==> src/rtl/clk_div_ctrl.sv <==
// ----------------------------------------------------------------------------
// clk_div_ctrl
//   Two independent programmable clock dividers: a write channel (w) and a
//   read channel (r). Each divided clock is a registered 50% duty square wave
//   with period 2*(div+1) clk cycles. New settings arrive through a shared
//   configuration port. A running channel picks up a new setting only at its
//   next period boundary, which is the falling edge of its divided clock.
//
// Ports
//   clk          system clock (rising edge)
//   reset        asynchronous, active-high reset
//   cfg_valid    configuration request
//   cfg_ready    request accepted when cfg_valid && cfg_ready
//   cfg_sel      0 = write channel, 1 = read channel
//   cfg_div      new half-period length minus 1
//   cfg_en       new channel enable
//   w_clk/r_clk  divided clocks
//   w_rise/r_rise one-cycle pulse in the first high cycle of each period
//   w_pend/r_pend staged configuration waiting for the period boundary
//   w_state_dbg/r_state_dbg channel FSM state (0 STOP, 1 RUN, 2 PEND)
//
// Handshake: a transfer happens on a rising clk edge where cfg_valid and
// cfg_ready are both high. cfg_ready depends only on cfg_sel and registered
// state, never on cfg_valid. A requester that sees cfg_ready low keeps its
// request and its payload stable until the transfer happens.
// ----------------------------------------------------------------------------

// One divider channel: counter, output toggle and the STOP/RUN/PEND FSM.
module clk_div_chan #(
    parameter int CNT_W   = 4,
    parameter int DIV_RST = 0
) (
    input  logic             clk,
    input  logic             reset,
    input  logic             acc_i,      // accepted request for this channel
    input  logic [CNT_W-1:0] cfg_div_i,
    input  logic             cfg_en_i,
    output logic             clk_o,
    output logic             rise_o,
    output logic             pend_o,
    output logic [1:0]       state_o
);
    typedef enum logic [1:0] {
        ST_STOP = 2'd0,
        ST_RUN  = 2'd1,
        ST_PEND = 2'd2
    } state_t;

    state_t           state_q, state_d;
    logic [CNT_W-1:0] div_cur_q, div_cur_d;
    logic [CNT_W-1:0] cnt_q, cnt_d;
    logic             out_q, out_d;
    logic             rise_q, rise_d;
    logic [CNT_W-1:0] stg_div_q, stg_div_d;
    logic             stg_en_q, stg_en_d;

    logic running;
    logic tc;
    logic boundary;

    assign running  = (state_q != ST_STOP);
    assign tc       = (cnt_q == div_cur_q);
    // The falling toggle ends a period.
    assign boundary = running && tc && out_q;

    // State register (together with the datapath registers).
    always_ff @(posedge clk or posedge reset) begin
        if (reset) begin
            state_q   <= ST_RUN;
            div_cur_q <= CNT_W'(DIV_RST);
            cnt_q     <= '0;
            out_q     <= 1'b0;
            rise_q    <= 1'b0;
            stg_div_q <= '0;
            stg_en_q  <= 1'b0;
        end else begin
            state_q   <= state_d;
            div_cur_q <= div_cur_d;
            cnt_q     <= cnt_d;
            out_q     <= out_d;
            rise_q    <= rise_d;
            stg_div_q <= stg_div_d;
            stg_en_q  <= stg_en_d;
        end
    end

    // Next-state logic.
    always_comb begin
        state_d = state_q;
        case (state_q)
            ST_RUN:  if (acc_i) state_d = ST_PEND;
            ST_PEND: if (boundary) state_d = stg_en_q ? ST_RUN : ST_STOP;
            ST_STOP: if (acc_i && cfg_en_i) state_d = ST_RUN;
            default: state_d = ST_RUN;
        endcase
    end

    // Datapath next values.
    always_comb begin
        div_cur_d = div_cur_q;
        cnt_d     = cnt_q;
        out_d     = out_q;
        rise_d    = 1'b0;
        stg_div_d = stg_div_q;
        stg_en_d  = stg_en_q;

        if (running) begin
            if (tc) begin
                cnt_d  = '0;
                out_d  = ~out_q;
                rise_d = ~out_q;
            end else begin
                cnt_d = cnt_q + CNT_W'(1);
            end
        end

        // A request accepted on a boundary cycle leaves the channel in RUN
        // for that boundary, so the staged setting waits a full period more.
        if (state_q == ST_RUN && acc_i) begin
            stg_div_d = cfg_div_i;
            stg_en_d  = cfg_en_i;
        end

        if (state_q == ST_PEND && boundary) begin
            div_cur_d = stg_div_q;
            cnt_d     = '0;
            out_d     = 1'b0;
            stg_div_d = '0;
            stg_en_d  = 1'b0;
        end

        if (state_q == ST_STOP && acc_i && cfg_en_i) begin
            div_cur_d = cfg_div_i;
            cnt_d     = '0;
            out_d     = 1'b0;
        end
    end

    // Outputs.
    always_comb begin
        clk_o   = out_q;
        rise_o  = rise_q;
        pend_o  = (state_q == ST_PEND);
        state_o = state_q;
    end
endmodule

module clk_div_ctrl #(
    parameter int CNT_W     = 4,
    parameter int W_DIV_RST = 2,
    parameter int R_DIV_RST = 1
) (
    input  logic             clk,
    input  logic             reset,
    input  logic             cfg_valid,
    output logic             cfg_ready,
    input  logic             cfg_sel,
    input  logic [CNT_W-1:0] cfg_div,
    input  logic             cfg_en,
    output logic             w_clk,
    output logic             r_clk,
    output logic             w_rise,
    output logic             r_rise,
    output logic             w_pend,
    output logic             r_pend,
    output logic [1:0]       w_state_dbg,
    output logic [1:0]       r_state_dbg
);
    logic ready;
    logic w_acc;
    logic r_acc;

    assign ready     = cfg_sel ? ~r_pend : ~w_pend;
    assign cfg_ready = ready;
    assign w_acc     = cfg_valid && ready && !cfg_sel;
    assign r_acc     = cfg_valid && ready &&  cfg_sel;

    clk_div_chan #(.CNT_W(CNT_W), .DIV_RST(W_DIV_RST)) u_w (
        .clk      (clk),
        .reset    (reset),
        .acc_i    (w_acc),
        .cfg_div_i(cfg_div),
        .cfg_en_i (cfg_en),
        .clk_o    (w_clk),
        .rise_o   (w_rise),
        .pend_o   (w_pend),
        .state_o  (w_state_dbg)
    );

    clk_div_chan #(.CNT_W(CNT_W), .DIV_RST(R_DIV_RST)) u_r (
        .clk      (clk),
        .reset    (reset),
        .acc_i    (r_acc),
        .cfg_div_i(cfg_div),
        .cfg_en_i (cfg_en),
        .clk_o    (r_clk),
        .rise_o   (r_rise),
        .pend_o   (r_pend),
        .state_o  (r_state_dbg)
    );
endmodule

==> config.mk <==
export PLATFORM = sky130hd
export DESIGN_NAME = clk_div_ctrl
export DESIGN_NICKNAME = d
export VERILOG_FILES = /design/src/rtl/clk_div_ctrl.sv
export SDC_FILE = /design/constraint.sdc
export NUM_CORES = 1
export LEC_CHECK = 0
export BUFFER_PORTS_ARGS = -buffer_cell sky130_fd_sc_hd__buf_4
export CAP_MARGIN = 20
export CORE_ASPECT_RATIO = 1.25
export CORE_MARGIN = 2
export CORE_UTILIZATION = 60
export CTS_CLUSTER_SIZE = 14
export DETAILED_ROUTE_END_ITERATION = 12
export GPL_ROUTABILITY_DRIVEN = 1
export PLACE_DENSITY = 0.82
export REMOVE_ABC_BUFFERS = 1
export SYNTH_ARGS = -nofsm -noshare
export SYNTH_HDL_FRONTEND = slang
export SYNTH_SLANG_ARGS = --single-unit
==> constraint.sdc <==
create_clock -name clk -period 3.1 [get_ports clk]
set_input_delay 0.465 -clock clk [delete_from_list [all_inputs] [get_ports clk]]
set_output_delay 0.465 -clock clk [all_outputs]
set_load 0.05 [all_outputs]
==> metrics.cfg <==
[critical_path]
worstSetupStartpointType=flip-flop
crit_type=flip-flop to output pin
end_kind=output pin
crit_fanout=8
worstPathRequired_ps=2630
cp.arrival_ps=1700

[cells_and_area]
utilization_pct=72.1
layout-drive-gt1-share_pct=18.1
antennaDiodeCount=0
syn2layout_area_growth_pct=13.7
final_area_sq_um=1930
layout.cells.most_common=dfrtp_1
layout.cells.non_filler=227
multi_input_area_sq_um=808
nNetsFinal=203
final.fill_count=205
register_area_sq_um=856
layout_common_cells=30 x dfrtp_1, 24 x nor2_1, 20 x buf_4

[cts]
cts-buffers-inserted=5
cts_setup_buffers=0
clock_latency_ps=330
cts_root_buf=clkbuf_4
clock_sinks=34
cts_tree=done
ctsResizeCount=0
hold_buffers=0
clk_path_buf_depth=2
cts-htree-levels=2
clkTransAtPathRegs_ps=100

[synth]
yosys.area_share.simple_pct=21.3
synth_compound_area_share_pct=13.7
synth_top_family_by_area=simple AND/OR/NAND/NOR gates
synth_area_sq_um=1700
ys_ff_latch=34
async_flop_share_pct=100
syn-instance-count=170
ys_seq_area_share_pct=50.4
ys_warn_count=0
synth_ff_type=dfrtp_1
synth.distinct_cells=36
syn_area_per_cell_sq_um=9.99
synthMuxAreaShare_pct=6.48
synthAdderAreaFrac_pct=1.47
synthXorXnorAreaFrac_pct=4.64
synth_edf_count=0

[drt]
wirelength_met1_mm=1.45
wl_met3_microns=172
drt-pass1-iter-count=4
drc=0
first_iter_violations=42
drt_wl_total_mm=3.67
ant_nets=0
wl_met2_mm=1.97
drt-vias-per-instance=5.99
wl_per_cell_microns=16.2
highest_layer=met4
num_vias=1359

[placed_design]
dp_hpwl_mm=2.69
place_congestion=0.825
post_dp_cell_area_sq_um=1870
portBuffers=19
dp_cells=219

[sta]
tns_ps=0
finalSetupViolations=0
max_slew_margin_pct=55.7
fin_crit_ps=2170
tightest_slew_ps=659
finalHoldViolCount=0
period_share_pct=69.9
finClkSkew_ps=6.40
slew_viol_final=0
max_freq_ghz=0.461
rsz0062_at_grt=false

[global_routing]
grt_pass1_vias=1336
grt_max_degree=35
grt-ovfl-total=0
gr-usage-all-layers_pct=25.4
antenna_found_initial=0
grt_first_pass_wirelength_mm=6.13

[power]
finalPower_mw=2.02
ir_worst_vdd_uv=785
p_leak_nw=0.875
pwr_density_cell_nw_per_um2=1050

[floorplan]
die_h_microns=63.5
core_sq_um=2680
start_util_pct=63.4
die_w_microns=51.6
io_pins=20
core.rowCount=21
fp.dieArea_sq_um=3280

[status]
status=finished, final reports clean

[job]
maxCapViolCount=0

[hold_path]
hp-class=input port to async pin

metrics by stage:
step                      hold WS [ps]  worst slack, ps
final                              210              933
after detailed placement           504             1290
after global placement             490             1390
after global routing               243              881
after floorplan                    472              285
after CTS                          209              958
routing by layer:
metal / global-route usage [%] / vias to the layer above
met5: 0 / -
met4: 11.2 / 0
met3: 4.98 / 9
met2: 43.9 / 43
met1: 29.9 / 651
li1: - / 656
synthesized netlist by cell type (5+ instances only):
library cell	n	area share [%]
nand4_1	8	2.9
nand2_1	12	2.7
a21oi_1	5	1.5
a31oi_1	9	3.3
mux2i_1	11	6.5
xor2_1	5	2.6
dfrtp_1	30	44
o21ai_0	6	1.8
o21ai_1	7	2.1
nor2_1	24	5.3
nand3_1	5	1.5
final cells by class:
class,instances,area share [%]
clock buffers,7,2.85
multi-input cells,127,41.8
flip-flops and latches,34,44.3
inverters,4,0.777
repair buffers,20,7.77
clock inverters,1,0.259
well taps,34,2.20
worst paths after layout:
check	startpoint	end	slack (ps)	cells past startpoint
worst max-delay path	u_r.state_o[1]$_DFFE_PP0P_	cfg_ready	930	3
worst min-delay path	reset	u_r.cnt_q[1]$_DFFE_PP0P_	210	3
worst max register to register	u_r.cnt_q[0]$_DFFE_PP0P_	u_r.cnt_q[3]$_DFFE_PP0P_	1280	4
worst min register to register	u_w.div_cur_q[1]$_DFFE_PP1P_	u_w.div_cur_q[1]$_DFFE_PP1P_	510	2
max in group asynchronous	reset	u_r.state_o[0]$_DFFE_PP1P_	2550	3
min in group clk	cfg_div[2]	u_r.stg_div_q[2]$_DFFE_PP0P_	410	3
critical path, cell delays in order, from the launching register on:
cell and delay [ps]:
dfrtp_1 440, nor2b_1 540, mux2i_1 160, buf_4 220
state kept, by name, indices dropped and copies added, names as in the netlist:
signal,cells
u_r.stg_en_q,1
u_w.div_cur_q,4
u_w.clk_o,1
u_r.clk_o,1
u_r.state_o,2
u_w.cnt_q,4
u_r.rise_o,1
u_r.cnt_q,4
u_r.div_cur_q,4
u_r.stg_div_q,4
u_w.stg_div_q,4
u_w.rise_o,1
u_w.state_o,2
u_w.stg_en_q,1
where the power goes:
| part | total [mW] | internal, mW | switching [mW] |
|---|---|---|---|
| combinational | 0.930 | 0.335 | 0.595 |
| clock | 0.253 | 0.110 | 0.143 |
| sequential | 0.840 | 0.657 | 0.183 |
| total | 2.02 | 1.10 | 0.921 |
kinds of logic (layout without fill, tap and decap cells):
| family | after synthesis | in the layout |
|---|---|---|
| XOR/XNOR | 9 | 9 |
| AO/OA/AOI/OAI | 36 | 36 |
| flip-flops | 34 | 34 |
| multiplexers | 11 | 11 |
| AND/OR/NAND/NOR | 69 | 69 |
| buffers and inverters | 9 | 32 |
| adder cells (fa/ha/maj) | 2 | 2 |
No activity file was read; power rests on OpenSTA's default activity.
